[src/rtl/rx_deframer_pkg.sv]
`default_nettype none
// ============================================================================
//  Module      : rx_deframer_pkg
//  Description : Shared types and constants for the rx deframer slice.
//                The header word layout is {opcode[7:0], len[23:0]}. The
//                opcode values are listed for the downstream loaders; the
//                deframer itself forwards the opcode without interpreting it.
//  Revision    : 1.0  initial release
// ============================================================================
package rx_deframer_pkg;

  localparam int RX_WORD_W = 32;

  typedef struct packed {
    logic [7:0]  opcode;
    logic [23:0] len;
  } rx_header_t;

  typedef enum logic [7:0] {
    LOAD_WEIGHTS = 8'h00,
    LOAD_INPUTS  = 8'h01,
    RUN          = 8'h02,
    READBACK     = 8'h03
  } rx_opcode_e;

  // Reinterpret a raw stream word as a packet header.
  function automatic rx_header_t rx_unpack_hdr(input logic [RX_WORD_W-1:0] i_word);
    return rx_header_t'(i_word);
  endfunction

endpackage
`default_nettype wire

[src/rtl/rx_skid2.sv]
`default_nettype none
// ============================================================================
//  Module      : rx_skid2
//  Description : Two-entry skid buffer that absorbs the one-cycle read
//                latency of a non-showahead FIFO. A push and a pop in the
//                same cycle leave the occupancy unchanged.
//  Ports       : clk, reset    - clock, synchronous active-high reset
//                i_push/i_data - write one word
//                i_pop         - drop the head word (only when non-empty)
//                o_data        - head word
//                o_count       - occupancy (0..2)
//  Revision    : 1.0  initial release
// ============================================================================
module rx_skid2 #(
  parameter int W = 32
) (
  input  logic         clk,
  input  logic         reset,
  input  logic         i_push,
  input  logic [W-1:0] i_data,
  input  logic         i_pop,
  output logic [W-1:0] o_data,
  output logic [1:0]   o_count
);

  logic [W-1:0] r_mem [2];
  logic         r_wr_ptr;
  logic         r_rd_ptr;
  logic [1:0]   r_count;

  // Storage is not reset: an entry is only ever read after it was written.
  always_ff @(posedge clk) begin
    if (i_push) begin
      r_mem[r_wr_ptr] <= i_data;
    end
  end

  always_ff @(posedge clk) begin
    if (reset) begin
      r_wr_ptr <= 1'b0;
      r_rd_ptr <= 1'b0;
      r_count  <= 2'd0;
    end else begin
      if (i_push) begin
        r_wr_ptr <= ~r_wr_ptr;
      end
      if (i_pop) begin
        r_rd_ptr <= ~r_rd_ptr;
      end
      case ({i_push, i_pop})
        2'b10:   r_count <= r_count + 2'd1;
        2'b01:   r_count <= r_count - 2'd1;
        default: r_count <= r_count;
      endcase
    end
  end

  assign o_data  = r_mem[r_rd_ptr];
  assign o_count = r_count;

endmodule
`default_nettype wire

[src/rtl/rx_deframer.sv]
`default_nettype none
// ============================================================================
//  Module      : rx_deframer
//  Description : Splits the host-to-FPGA 32-bit word stream read from the
//                PCIe rx FIFO into packets (one header word + len payload
//                words). Each packet yields one command record on the cmd
//                handshake, then its payload on a valid/ready stream with a
//                last flag. Oversize packets are dropped and flagged.
//  Option      : RX_DEFRAMER_CHECKSUM_EN - every packet with len > 0 carries
//                a trailer word (sum mod 2^32 of the payload); a mismatch
//                sets the sticky err_chk output.
//  Ports       : clk, reset               - bus clock, sync active-high reset
//                rx_rdreq/rx_empty/rx_q   - rx FIFO read side (non-showahead)
//                cmd_valid/cmd_ready      - command handshake
//                cmd_opcode/cmd_len       - header fields of current packet
//                pl_valid/pl_ready        - payload handshake
//                pl_data/pl_last          - payload word and end-of-packet
//                err_len                  - sticky oversize-header flag
//                err_chk                  - sticky checksum flag (option only)
//                pkt_count                - packets fully consumed (wrapping)
//  Revision    : 1.0  initial release
// ============================================================================
module rx_deframer
  import rx_deframer_pkg::*;
#(
  parameter int MAX_LEN = 4096,
  parameter int CNT_W   = 16
) (
  input  logic                 clk,
  input  logic                 reset,
  output logic                 rx_rdreq,
  input  logic                 rx_empty,
  input  logic [RX_WORD_W-1:0] rx_q,
  output logic                 cmd_valid,
  input  logic                 cmd_ready,
  output logic [7:0]           cmd_opcode,
  output logic [23:0]          cmd_len,
  output logic                 pl_valid,
  input  logic                 pl_ready,
  output logic [RX_WORD_W-1:0] pl_data,
  output logic                 pl_last,
  output logic                 err_len,
`ifdef RX_DEFRAMER_CHECKSUM_EN
  output logic                 err_chk,
`endif
  output logic [CNT_W-1:0]     pkt_count
);

  localparam logic [2:0] S_HDR   = 3'd0;
  localparam logic [2:0] S_CMD   = 3'd1;
  localparam logic [2:0] S_PAY   = 3'd2;
  localparam logic [2:0] S_DRAIN = 3'd3;
`ifdef RX_DEFRAMER_CHECKSUM_EN
  localparam logic [2:0] S_CHK   = 3'd4;
`endif

  localparam logic [24:0]      C_MAX_LEN = 25'(MAX_LEN);
  localparam logic [CNT_W-1:0] C_CNT_ONE = CNT_W'(1);

  // --------------------------------------------------------------------
  // FIFO front end and skid buffer
  // --------------------------------------------------------------------
  logic                 r_inflight;
  logic [1:0]           w_skid_cnt;
  logic [RX_WORD_W-1:0] w_skid_head;
  logic                 w_skid_nempty;
  logic                 w_pop;
  logic [2:0]           w_pending;

  rx_skid2 #(
    .W (RX_WORD_W)
  ) u_skid (
    .clk     (clk),
    .reset   (reset),
    .i_push  (r_inflight),
    .i_data  (rx_q),
    .i_pop   (w_pop),
    .o_data  (w_skid_head),
    .o_count (w_skid_cnt)
  );

  assign w_skid_nempty = (w_skid_cnt != 2'd0);

  // Occupancy is counted after this cycle's pop. Counting it before the
  // pop would stall the FIFO every other word while a consumer is draining
  // at full rate; after-pop accounting still never exceeds two entries.
  assign w_pending = 3'(w_skid_cnt) - 3'(w_pop) + 3'(r_inflight);
  assign rx_rdreq  = !reset && !rx_empty && (w_pending < 3'd2);

  always_ff @(posedge clk) begin
    if (reset) begin
      r_inflight <= 1'b0;
    end else begin
      r_inflight <= rx_rdreq;
    end
  end

  // --------------------------------------------------------------------
  // Packet state machine
  // --------------------------------------------------------------------
  logic [2:0]       r_state;
  logic [24:0]      r_remaining;
  logic [7:0]       r_opcode;
  logic [23:0]      r_len;
  logic             r_err_len;
  logic [CNT_W-1:0] r_pkt_count;
`ifdef RX_DEFRAMER_CHECKSUM_EN
  logic [RX_WORD_W-1:0] r_csum;
  logic                 r_err_chk;
`endif

  rx_header_t w_hdr;
  logic       w_len_bad;
  logic       w_last;
  logic       w_pl_accept;

  assign w_hdr       = rx_unpack_hdr(w_skid_head);
  assign w_len_bad   = ({1'b0, w_hdr.len} > C_MAX_LEN);
  assign w_last      = (r_remaining == 25'd1);
  assign w_pl_accept = (r_state == S_PAY) && w_skid_nempty && pl_ready;

  always_comb begin
    w_pop = 1'b0;
    case (r_state)
      S_HDR:   w_pop = w_skid_nempty;
      S_PAY:   w_pop = w_pl_accept;
      S_DRAIN: w_pop = w_skid_nempty && (r_remaining != 25'd0);
`ifdef RX_DEFRAMER_CHECKSUM_EN
      S_CHK:   w_pop = w_skid_nempty;
`endif
      default: w_pop = 1'b0;
    endcase
  end

  always_ff @(posedge clk) begin
    if (reset) begin
      r_state     <= S_HDR;
      r_remaining <= 25'd0;
      r_opcode    <= 8'd0;
      r_len       <= 24'd0;
      r_err_len   <= 1'b0;
      r_pkt_count <= '0;
`ifdef RX_DEFRAMER_CHECKSUM_EN
      r_csum      <= '0;
      r_err_chk   <= 1'b0;
`endif
    end else begin
      case (r_state)
        S_HDR: begin
          if (w_skid_nempty) begin
            if (w_len_bad) begin
              r_err_len <= 1'b1;
`ifdef RX_DEFRAMER_CHECKSUM_EN
              // Dropped packets still carry their trailer word.
              r_remaining <= {1'b0, w_hdr.len} + 25'd1;
`else
              r_remaining <= {1'b0, w_hdr.len};
`endif
              r_state <= S_DRAIN;
            end else begin
              r_opcode <= w_hdr.opcode;
              r_len    <= w_hdr.len;
              r_state  <= S_CMD;
            end
          end
        end

        S_CMD: begin
          if (cmd_ready) begin
            if (r_len == 24'd0) begin
              r_pkt_count <= r_pkt_count + C_CNT_ONE;
              r_state     <= S_HDR;
            end else begin
              r_remaining <= {1'b0, r_len};
`ifdef RX_DEFRAMER_CHECKSUM_EN
              r_csum      <= '0;
`endif
              r_state     <= S_PAY;
            end
          end
        end

        S_PAY: begin
          if (w_pl_accept) begin
            r_remaining <= r_remaining - 25'd1;
`ifdef RX_DEFRAMER_CHECKSUM_EN
            r_csum      <= r_csum + w_skid_head;
            if (w_last) begin
              r_state <= S_CHK;
            end
`else
            if (w_last) begin
              r_pkt_count <= r_pkt_count + C_CNT_ONE;
              r_state     <= S_HDR;
            end
`endif
          end
        end

`ifdef RX_DEFRAMER_CHECKSUM_EN
        S_CHK: begin
          if (w_skid_nempty) begin
            if (w_skid_head != r_csum) begin
              r_err_chk <= 1'b1;
            end
            r_pkt_count <= r_pkt_count + C_CNT_ONE;
            r_state     <= S_HDR;
          end
        end
`endif

        S_DRAIN: begin
          if (r_remaining == 25'd0) begin
            r_state <= S_HDR;
          end else if (w_skid_nempty) begin
            r_remaining <= r_remaining - 25'd1;
            // Leave as soon as the final dropped word is consumed so the
            // following header is not delayed by an extra idle cycle.
            if (w_last) begin
              r_state <= S_HDR;
            end
          end
        end

        default: r_state <= S_HDR;
      endcase
    end
  end

  // --------------------------------------------------------------------
  // Outputs
  // --------------------------------------------------------------------
  assign cmd_valid  = (r_state == S_CMD);
  assign cmd_opcode = r_opcode;
  assign cmd_len    = r_len;

  assign pl_valid = (r_state == S_PAY) && w_skid_nempty;
  // Data is zeroed while idle so nothing stale from the skid leaks out.
  assign pl_data  = pl_valid ? w_skid_head : '0;
  assign pl_last  = pl_valid && w_last;

  assign err_len   = r_err_len;
  assign pkt_count = r_pkt_count;
`ifdef RX_DEFRAMER_CHECKSUM_EN
  assign err_chk   = r_err_chk;
`endif

endmodule
`default_nettype wire
[config.mk]
export PLATFORM = sky130hd
export DESIGN_NAME = rx_deframer
export DESIGN_NICKNAME = d
export VERILOG_FILES = /design/src/rtl/rx_deframer_pkg.sv /design/src/rtl/rx_skid2.sv /design/src/rtl/rx_deframer.sv
export SDC_FILE = /design/constraint.sdc
export NUM_CORES = 1
export LEC_CHECK = 0
export CAP_MARGIN = 20
export CORE_MARGIN = 10
export CORE_UTILIZATION = 33
export CTS_BUF_LIST = sky130_fd_sc_hd__clkbuf_8
export DETAILED_ROUTE_END_ITERATION = 6
export GPL_TIMING_DRIVEN = 0
export PLACE_DENSITY = 0.66
export RECOVER_POWER = 100
export SYNTH_ARGS = -nofsm -noshare
export SYNTH_HDL_FRONTEND = slang
export SYNTH_SLANG_ARGS = --single-unit
[constraint.sdc]
create_clock -name clk -period 9.8 [get_ports clk]
set_input_delay 1.96 -clock clk [delete_from_list [all_inputs] [get_ports clk]]
set_output_delay 1.96 -clock clk [all_outputs]
set_load 0.02 [all_outputs]
# Yosys cells after proc, flatten, opt, wreduce, memory -nomap -nowiden
# Memories as Yosys holds them, arrays and structs flattened. A register that Yosys moved wholly into a read port is not among the register bits.
# Cells that the tools add are included.
# word_totals
regBits	82
latch_bits	0
mem_bits_rw	64
rom_bits	0
input_bits	37
out_inout_bits	85
elab_cells	88
mem_count	1
# memory_table
memory	words	width	read_ports	rd_clocked_by_memory_dff	write_ports	line	source
u_skid.r_mem	2	32	1	1	1	rx_skid2.sv:26	logic [W-1:0] r_mem [2];
# op_classes
add_sub_neg	6
mul	0
n_div	0
order_cmp	2
n_eq_ne	16
shift	0
n_mux	29
bitwise_logic	3
n_reduce_logical	21
# op_table
op	count
25-bit two-way mux	7
25-bit one-hot mux with 4 select lines	1
16-bit two-way mux	4
32-bit two-way mux	1
16-bit one-hot mux with 2 select lines	1
25-bit by 1-bit equality test with 1-bit output, second input constant	1
25-bit zero test	1
25-bit nonzero test	1
25-bit by 1-bit subtractor with 25-bit output, second input constant	1
24-bit by 13-bit > comparator with 1-bit output, second input constant	1
24-bit zero test	1
3-bit two-way mux	6
16-bit by 1-bit adder with 16-bit output, second input constant	1
2-bit inequality test, second input constant	7
3-bit one-hot mux with 4 select lines	1
8-bit AND reduction	1
3-bit by 2-bit equality test with 1-bit output, second input constant	2
1-bit logical AND	6
3-bit AND reduction	2
2-bit nonzero test	3
5-bit AND reduction	1
1-bit two-way mux	4
2-bit two-way mux	2
2-bit by 1-bit inequality test with 1-bit output, second input constant	2
other kinds (16)	19

# Logic depth before layout (Yosys ltp)
# Gate-level depths: netlist of the first run.
# depth
ltp_word	8
depth_mapped	12
depth_no_buf	10

# By module
# From an unflattened synthesis of the first run, not the netlist that was laid out.
# hier_totals
hier_cells	666
hier_area_um2	6996.7
# modules_own_cells
module	n_inst	cells_each	area_each_um2	seq_area_each_um2
rx_deframer	1	546	4494.3	1561.5
rx_skid2	1	120	2502.4	2021.9

# Least setup slack after synthesis of the first run
# OpenSTA, ideal clock, no wires.
# synth_timing
path_type	input to output
startpoint	in pl_ready
endpoint	out rx_rdreq
t_arrival_ns	3.937
t_required_ns	7.840
path_slack_ns	3.903
stages	8
path_buffers	0
path_cell_list	inv_1 -> o21ai_0 -> a21oi_1 -> o21bai_1 -> nand2_1 -> fa_1 -> xor2_1 -> nor4b_1
# synth_between
elab_chain_len	6
# synth_rtl
item	line	source
start: declaration	rx_deframer.sv:39	input logic pl_ready,
1-bit logical AND	rx_deframer.sv:120	assign w_pl_accept = (r_state == S_PAY) && w_skid_nempty && pl_ready;
1-bit one-hot mux with 3 select lines	rx_deframer.sv:124	case (r_state)
2-bit by 1-bit subtractor with 3-bit output	rx_deframer.sv:87	assign w_pending = 3'(w_skid_cnt) - 3'(w_pop) + 3'(r_inflight);
3-bit by 1-bit adder with 3-bit output	rx_deframer.sv:87	
3-bit by 2-bit less-than comparator with 1-bit output	rx_deframer.sv:88	assign rx_rdreq = !reset && !rx_empty && (w_pending < 3'd2);
1-bit logical AND	rx_deframer.sv:88	
end: declaration	rx_deframer.sv:31	output logic rx_rdreq,
# No other way between the ends.

# Worst setup path in the final report of the first run
# Ends and elaborated chain as after synthesis.

==> results of run 1 <==
[worst paths after layout]
| kind | startpoint | to | slack [ps] |
|---|---|---|---|
| worst max-delay path | pl_ready | rx_rdreq | 2910 |
| worst min-delay path | err_len$_SDFFE_PP0P_ | err_len$_SDFFE_PP0P_ | 480 |
| worst min register to register | err_len$_SDFFE_PP0P_ | err_len$_SDFFE_PP0P_ | 480 |
| worst max register to register | flip-flop | cmd_opcode[1]$_SDFFE_PP0P_ | 6090 |
[worst register-to-register path, delay by kind of cell, from the launching register on]
| kind | cells | cell delay (ps) |
|---|---|---|
| AOI/OAI and AO/OA | 2 | 790 |
| buffers and inverters | 3 | 1420 |
| DFF | 1 | 320 |
| muxes | 1 | 500 |
| and+or+nand+nor | 3 | 590 |
[cell usage in the layout, fill, tap and decap left out, types with 13 or more instances in the layout]
master and n:
dlygate4sd3_1 113, nor2_1 101, dfxtp_1 83, edfxtp_1 64, clkbuf_1 40, a21oi_1 38, mux2i_1 34, nand2_1 31
o21ai_0 30, a211oi_1 21, clkbuf_8 18, nor4_1 16, o31ai_1 15, nor3_1 15, inv_1 14, nand3_1 13
nand4_1 13
[stage by stage]
| step | total power [mW] | util | cell area [um^2] | setup WS [ps] |
|---|---|---|---|---|
| after CTS | 1.577 | 0.4286 | 8952 | 2973 |
| final | 1.570 | 0.4258 | 8895 | 2910 |
| after floorplan | 0.9756 | - | 6977 | 3903 |
| after global placement | 1.099 | 0.4080 | 8522 | 2980 |
| after detailed placement | 1.104 | 0.4093 | 8551 | 2980 |
| after global routing | 1.639 | 0.4258 | 8895 | 2627 |
[routing by layer]
metal	wire (um)	global-route usage	part of all wire	vias to the layer above
met3	1722	0.03570	0.075	59
met2	11140	0.2801	0.48	331
met4	823	0.07542	0.036	0
met1	9404	0.2049	0.41	2976
li1	-	-	-	2920
met5	0	0	0	-
[logic make-up after synthesis]
family                   synth area share
XOR/XNOR                          0.01255
multiplexers                      0.05846
flip-flops                         0.5136
adder cells (fa/ha/maj)          0.008250
buffers and inverters             0.03622
other                           0.0005375
AND/OR/NAND/NOR                    0.2007
AO/OA/AOI/OAI                      0.1697
[registers in the layout, indices dropped and copies added, names as in the netlist, named ones only]
name / count
err_len: 1
cmd_opcode: 8
u_skid.r_rd_ptr: 1
r_state: 3
r_inflight: 1
r_remaining: 25
u_skid.o_count: 2
u_skid.r_wr_ptr: 1
pkt_count: 16
cmd_len: 24
u_skid.r_mem: 64
[cell type report]
class / instances / area (um^2)
fillers: 2056 / 11990
flip-flops and latches: 147 / 3583
multi-input cells: 488 / 3118
repair buffers: 121 / 1205
well taps: 275 / 344.1
clock buffers: 18 / 247.7
plain buffers: 46 / 190.2
clock inverters: 14 / 153.9
inverters: 14 / 52.55
[power groups by stage]
stage          combinational, mW  sequential, mW  clock (mW)
6_report                   0.377           0.714       0.479
5_1_grt                    0.408           0.718       0.512
4_1_cts                    0.379           0.712       0.486
2_1_floorplan              0.256           0.720           0
3_3_place_gp               0.373           0.726           0
3_5_place_dp               0.377           0.727           0
==> out/qor.txt, run 1 <==
Outcome -> finished with violations
Failing checks -> max-capacitance violations, max-slew violations
Resized cells post-CTS -> 0
Clock Tree Root -> clkbuf_8
Prevailing post-synth register cell -> dfxtp_1
Post-synthesis cell count -> 695
Slowest-stage cell, CP -> dlygate4sd3_1
CP Buf/Inv Count -> 3
Internal -> 1.012 mW
Peak supply drop -> 0.1132 mV
Post-DR vias/cell -> 5.598
Ys async rst share -> 0
Depth of the most critical reg-to-reg path -> 9
H-Tree Depth -> 4
Placed Cells -> 1091
Top cells by area, synth -> edfxtp_1 28%, dfxtp_1 24%, nor2_1 5.4%, mux2i_1 4.9%, a21oi_1 2.7%
Final WL -> 23090 um
Critical Path Fanout Max -> 4
CP Data Arrival Time -> 4930 ps
Hold-fix buffers, CTS -> 0
Total CTS buffers -> 17
Min-Delay Path Depth -> 2
Crit. End Element -> output port
Minimum clock period -> 6890 ps
RSZ-0062 raised after global routing -> no
Hold Crit Class -> flip-flop to flip-flop
Crit path top cell by count -> dlygate4sd3_1
Vias in the first global route -> 6132
Slew HR -> -0.4358
Die width -> 165.4 um
TNS Setup -> 0 ps
CP required -> 7840 ps
Final HPWL DP -> 17480 um
Final hold slack -> 479.7 ps
Port bufs -> 120
IO Pins -> 122
Clk buf depth -> 2
Yosys top cell area share -> 0.2755
Avg Inst Size Synth -> 10.04 um^2
FMAX -> 145.1 MHz
Final Hold Fails -> 0
Row Count -> 53
DRT Pass-1 Iters -> 6
Critical-path cell list -> dlygate4sd3_1 > inv_1 > o21ai_0 > a21oi_1 > o21bai_1 > nand2_1 > fa_1 > xor2_1 > nor4b_1 > dlygate4sd3_1
CTS Sinks -> 147
Die height -> 165.4 um
DR WL/cell -> 20.56 um
Post-Route Skew -> 15.60 ps
WP depth -> 10
GRT overflow -> 0
Post-route ant nets -> 0
Area grow syn2layout -> 27.49%
Initial DRC Count -> 594
# DRC -> 0
Comb power frac -> 0.240
Register share of total power -> 0.455
Post-synth top area cell -> edfxtp_1
Max-Cap Viols -> 1
Core outline area -> 0.02089 mm^2
Synth Register Bits -> 147
Switch Pwr -> 558.0 uW
Global-route usage over all layers -> 0.1681
Leading cell types by count after synthesis -> 100 x nor2_1, 83 x dfxtp_1, 64 x edfxtp_1
Tcrit/Tclk final -> 0.7031
Pwr per Cell Area -> 176.5 mW/mm^2
Cell family with the largest share of critical-path delay -> buffers and inverters
Synth Cell Area -> 0.006977 mm^2
Lkg Pwr -> 3.150 nW
Clock-pin slew of the registers on the worst-case setup and hold paths -> 90 ps
Switch share -> 0.3554
Final net count -> 876
Share of layout cells above drive strength 1 -> 0.07901
Initial core utilization -> 0.3340
Register area share after synthesis -> 0.5136
CTS tree -> yes
Synth cell types -> 78
Post-CTS setup buffers -> 0
Initial antenna violation count -> 0
Post-synth EDFFs -> 64
Routed via count -> 6286
Worst skew pair latency -> 470 ps
Crit Path Category -> input pin to output port
Final Setup Violations -> 0
GPL Wtd Cong -> 0.9206
ANT cells -> 0
Pin count of the biggest net entering global routing -> 33
Synthesized Nets -> 736
First-pass GRT wire length -> 35640 um
Post-Layout Cell Count -> 1123
Startpoint types -> input pin
Top-count cell post-synth -> nor2_1
Full die area -> 0.02736 mm^2
Yosys Warn Count -> 0
Worst Tran Pin Value -> 2152 ps
Max Slew Vio Count -> 33
CP peak stage delay -> 720 ps
Clock Power Share -> 0.305
Note: power is estimated with default switching activity, not from simulation.
==> run 2: changes to the inputs <==
--- a/config.mk
+++ b/config.mk
@@ -11,7 +11,7 @@
 export CTS_BUF_LIST = sky130_fd_sc_hd__clkbuf_8
 export DETAILED_ROUTE_END_ITERATION = 6
 export GPL_TIMING_DRIVEN = 0
-export PLACE_DENSITY = 0.66
+export PLACE_DENSITY = 0.68
 export RECOVER_POWER = 100
 export SYNTH_ARGS = -nofsm -noshare
 export SYNTH_HDL_FRONTEND = slang
==> constraint.sdc (replaced) <==
create_clock -name clk -period 6.2 [get_ports clk]
set_input_delay 1.24 -clock clk [delete_from_list [all_inputs] [get_ports clk]]
set_output_delay 1.24 -clock clk [all_outputs]
set_load 0.02 [all_outputs]
==> run 2 against run 1 <==
The run still ends with max-capacitance violations, max-slew violations left. Combinational power increased by 55%. Register-to-register slack got worse by 3500 ps. First-iteration DRC count decreased by 9.8%. Highest routed layer unchanged. Largest cell class unchanged.
==> out/qor.txt, run 2 (synthesized netlist as in run 1, its figures left out) <==
Total CTS buffers -> 17 (unchanged)
CTS tree -> yes
Startpoint types -> flip-flop
Min-Delay Path Depth -> 2 (unchanged)
GPL Wtd Cong -> 0.9144 (-0.67%)
Slew HR -> -0.4142 (+0.02164)
Switch Pwr -> 845.2 uW (+51%)
Depth of the most critical reg-to-reg path -> 6 (-3)
Share of layout cells above drive strength 1 -> 0.07429 (-0.004717)
Clk buf depth -> 2 (unchanged)
Peak supply drop -> 0.1602 mV (+41%)
Final WL -> 23100 um (about the same)
Initial core utilization -> 0.3340 (unchanged)
Busiest grt layer -> met2
CP Data Arrival Time -> 4410 ps (-520 ps)
FF-to-FF End -> pkt_count[5]$_SDFFE_PP0P_
DRT Pass-1 Iters -> 7 (+1)
Routed via count -> 6186 (-1.6%)
First-pass GRT wire length -> 35540 um (-0.27%)
Area grow syn2layout -> 27.40% (about the same)
Initial antenna violation count -> 0 (unchanged)
Hold Crit Class -> flip-flop to flip-flop
Crit. End Element -> output port
Post-DR vias/cell -> 5.508 (-1.6%)
Die width -> 165.4 um (unchanged)
Die height -> 165.4 um (unchanged)
CTS Sinks -> 147 (unchanged)
Core outline area -> 0.02089 mm^2 (unchanged)
Failing checks -> max-capacitance violations, max-slew violations
Max Slew Vio Count -> 33 (unchanged)
Minimum clock period -> 5646 ps
Fin util -> 0.4255 (about the same)
CP required -> 4960 ps (-2880 ps)
Post-route ant nets -> 0 (unchanged)
Clock Power Share -> 0.314 (+0.009)
Full die area -> 0.02736 mm^2 (unchanged)
DR WL/cell -> 20.57 um (about the same)
Comb power frac -> 0.235 (-0.005)
Final HPWL DP -> 17310 um (-0.95%)
Tcrit/Tclk final -> 0.9106
Resized cells post-CTS -> 0 (unchanged)
Post-CTS setup buffers -> 0 (unchanged)
Row Count -> 53 (unchanged)
Vias in the first global route -> 6063 (-1.1%)
Met3 usage -> 0.04760 (+0.01190)
RSZ-0062 raised after global routing -> no
Max-Cap Viols -> 1 (unchanged)
Outcome -> finished with violations
Worst r2r src -> cmd_len[0]$_SDFFE_PP0P_
End of the worst hold path -> cmd_opcode[6]$_SDFFE_PP0P_
Internal -> 1.653 mW (+63%)
Met2 GRT Util -> 0.2707 (-0.009317)
HP Start -> cmd_opcode[6]$_SDFFE_PP0P_
Met1 GRT Util -> 0.2054 (+0.0004540)
Crit Path Category -> flip-flop to output port
Port bufs -> 120 (unchanged)
Switch share -> 0.3384 (-0.01698)
Most frequent cells in the layout -> 112 x dlygate4sd3_1, 101 x nor2_1, 83 x dfxtp_1
Post-Route Skew -> 10.91 ps (-4.689 ps)
Setup WS pre-CTS -> 825.1 ps (-2155 ps)
# DRC -> 0 (unchanged)
IO Pins -> 122 (unchanged)
Top reg by flops -> u_skid.r_mem
H-Tree Depth -> 4 (unchanged)
Clock Tree Root -> clkbuf_8
Final net count -> 876 (unchanged)
FMAX -> 177.1 MHz
Critical Path Fanout Max -> 9 (+5)
Clock-pin slew of the registers on the worst-case setup and hold paths -> 80 ps (about the same)
GRT overflow -> 0 (unchanged)
Worst Tran Pin Value -> 2120 ps (-32.44 ps)
Pin count of the biggest net entering global routing -> 33 (unchanged)
Final worst slack -> 554.2 ps (-2356 ps)
Worst skew pair latency -> 460 ps (about the same)
Final Hold Fails -> 0 (unchanged)
Pwr per Cell Area -> 281.0 mW/mm^2 (+59%)
ANT cells -> 0 (unchanged)
Global-route usage over all layers -> 0.1681 (unchanged)
TNS Setup -> 0 ps (unchanged)
Register-to-register setup slack -> 2590 ps (-3500 ps)
Register share of total power -> 0.452 (-0.003)
Lkg Pwr -> 3.146 nW (-0.13%)
Largest register FFs -> 64 (unchanged)
Initial DRC Count -> 536 (-9.8%)
Most common cell after layout, fill and taps aside -> dlygate4sd3_1
Final Setup Violations -> 0 (unchanged)
Hold-fix buffers, CTS -> 0 (unchanged)
## run 2: worst max-delay path by stage
stage / endpoint / cells past startpoint / startpoint
2_1_floorplan: rx_rdreq / 8 / pl_ready
3_3_place_gp: rx_rdreq / 10 / pl_ready
3_5_place_dp: rx_rdreq / 10 / pl_ready
4_1_cts: rx_rdreq / 10 / pl_ready
5_1_grt: rx_rdreq / 13 / r_state[2]$_SDFFE_PP0P_
6_report: rx_rdreq / 13 / r_state[2]$_SDFFE_PP0P_
## run 2: final cells by class
type	count	area, um^2
Sequential cell	147	3583
Tap cell	275	344.1
Inverter	14	52.55
Timing Repair Buffer	121	1205
Clock inverter	15	170.2
Buffer	46	187.7
Clock buffer	17	234.0
Multi-Input combinational cell	488	3112
Fill cell	2039	12000
## run 2: power groups by stage
stage	combinational [mW]	clock (mW)	sequential, mW
after global routing	0.635	0.833	1.14
after global placement	0.585	0	1.15
after floorplan	0.404	0	1.14
final	0.586	0.784	1.13
after CTS	0.591	0.793	1.13
after detailed placement	0.587	0	1.15
## run 2: worst max-delay path, cell delays in order, from the launching register on
cell and delay (ps):
dfxtp_1 310, clkbuf_1 360, nand2b_1 160, clkbuf_1 310, or3_1 160, clkbuf_1 400, o21ai_0 260, nor3_1 200
o21bai_1 170, nand2_1 100, fa_1 390, xor2_1 160, nor4b_1 240, dlygate4sd3_1 720
## run 2: through the flow
stage / hold WS (ps) / area [um^2] / power (mW) / instances
after CTS: 507.1 / 8955 / 2.510 / 1123
after global routing: 529.6 / 8889 / 2.605 / 1123
after global placement: 481.5 / 8522 / 1.733 / 1090
final: 500.7 / 8889 / 2.498 / 1123
after floorplan: 460.9 / 6977 / 1.542 / 695
after detailed placement: 494.6 / 8551 / 1.735 / 1091
## run 2: layer usage
layer	routed length [um]	vias to the layer above
met1	9410	2917
li1	-	2912
met2	11000	309
met3	1924	48
met5	0	-
met4	764	0
==> edit, RTL diff (config.mk and constraints of run 2) <==
The option `RX_DEFRAMER_CHECKSUM_EN` is turned on by a define.
--- a/src/rtl/rx_deframer.sv
+++ b/src/rtl/rx_deframer.sv
@@ -22,2 +22,4 @@
 // ============================================================================
+`define RX_DEFRAMER_CHECKSUM_EN
+
 module rx_deframer
Function (old outputs only; new: err_chk): changed (a bounded check fails within 10 cycles, from zero or initial values and one cycle with reset high).
==> edit against run 2 <==
  * The run ends with design-rule violations, max-capacitance violations, max-slew violations left
  * Total power is 9.4% higher
  * Routed wire length rose by 43%
  * Area after synthesis up 43%
  * Fmax shrank 0.94%
  * Count of clock-buffer cells in the layout is the same
  * Critical path depth down 2
  * Sequential cell count rose by 33
  * Worst setup slack lost 0.054 ns
  * Final area rose by 36%
  * Critical path type unchanged
  * Largest power group unchanged
==> edit: results <==
[pwr]
p_leak_nw = 4.572
peakVddDrop_uv = 114.0

[worst_setup_path]
cp_top_family = simple AND/OR/NAND/NOR gates
worstPathMaxFanout = 6

[placed_design]
place_inst = 1605
place_ws_ns = 0.6870
hpwl_um = 25430
place.gp.congestion = 0.9411
portBuffers = 122

[clock_network]
clock-root-buffer = clkbuf_8
insertion_delay_ns = 0.49

[synth]
syn_inst = 1092
synth_fa_ha_area_share_pct = 5.052
muxShareOfSynthArea_pct = 3.632
ys_async_sr_fraction_pct = 0
synth_cell_types = 75
synth_compound_area_share_pct = 17.79
synthTopCellsByCount = nor2_1, dfxtp_1, nand2_1
synth_xor_area_share_pct = 6.685
synthTopCellsByArea = dfxtp_1, edfxtp_1, nor2_1
synth-seq-area-share_pct = 42.62
syn-num-nets = 1168

[route]
vias = 9115
drtIter0Drc = 866
drc = 14
via_per_inst = 5.568
routedWlPerCell_um = 20.18

[cells_and_area]
nFillCells = 2958
drive_gt1_share_pct = 4.491
fin_nets = 1310

[status]
violations = design-rule violations, max-capacitance violations, max-slew violations
outcome = finished with violations

[global_routing]
gr-usage-all-layers_pct = 16.91
grt_pass1_vias = 8697
antenna_found_initial = 1
grt_pass1_wl_um = 51290

[sta]
drv_slew = 62

[flow_run]
drv_cap = 2
edit: layout make-up:
type | instances | area, um^2 | area share, %
Multi-Input combinational cell | 810 | 5291 | 43.92
Sequential cell | 180 | 4244 | 35.23
Timing Repair Buffer | 123 | 1225 | 10.17
Tap cell | 390 | 488.0 | 4.050
Clock buffer | 17 | 234.0 | 1.942
Buffer | 58 | 230.2 | 1.911
Clock inverter | 15 | 170.2 | 1.412
Inverter | 44 | 165.2 | 1.371
edit: per-stage QoR:
| step | hold slack (ns) | cell area, um^2 |
|---|---|---|
| floorplan | 0.4315 | 9957 |
| global placement | 0.4427 | 11670 |
| detailed placement | 0.4494 | 11700 |
| CTS | 0.4710 | 12100 |
| global route | 0.4982 | 12050 |
| finish | 0.4712 | 12050 |
edit: logic make-up after synthesis:
group | count (synthesis)
buf+inv | 102
compound gates | 255
fa+ha+maj | 39
simple gates | 405
flops | 180
xor+xnor | 76
mux | 35
edit: worst min-delay path, stage by stage, from the launching register on:
cell and delay [ns]:
dfxtp_1 0.33, nand2_1 0.05, o21ai_0 0.06
edit: report_power, final:
group	total [mW]	switching, mW	internal (mW)
sequential	1.31	0.0412	1.27
clock	0.840	0.503	0.337
combinational	0.582	0.378	0.204
edit: worst paths after layout:
check / slack, ns / from / end / cells after the start
worst max register to register: 0.53 / flip-flop / r_csum[22]$_SDFFE_PP0P_ / 15
worst min register to register: 0.47 / r_csum[23]$_SDFFE_PP0P_ / r_csum[23]$_SDFFE_PP0P_ / 2
worst max-delay path: 0.50 / r_remaining[8]$_SDFFE_PP0P_ / rx_rdreq / 11
worst min-delay path: 0.47 / r_csum[23]$_SDFFE_PP0P_ / r_csum[23]$_SDFFE_PP0P_ / 2
edit: layer usage:
metal | global-route usage [%] | wire length [um] | vias up | share of wire, %
li1 | - | - | 4300 | -
met1 | 22.45 | 14850 | 4417 | 45
met2 | 26.77 | 14940 | 353 | 45
met3 | 4.288 | 2708 | 43 | 8.2
met4 | 4.206 | 514 | 2 | 1.6
met5 | 0 | 13 | - | 0.039
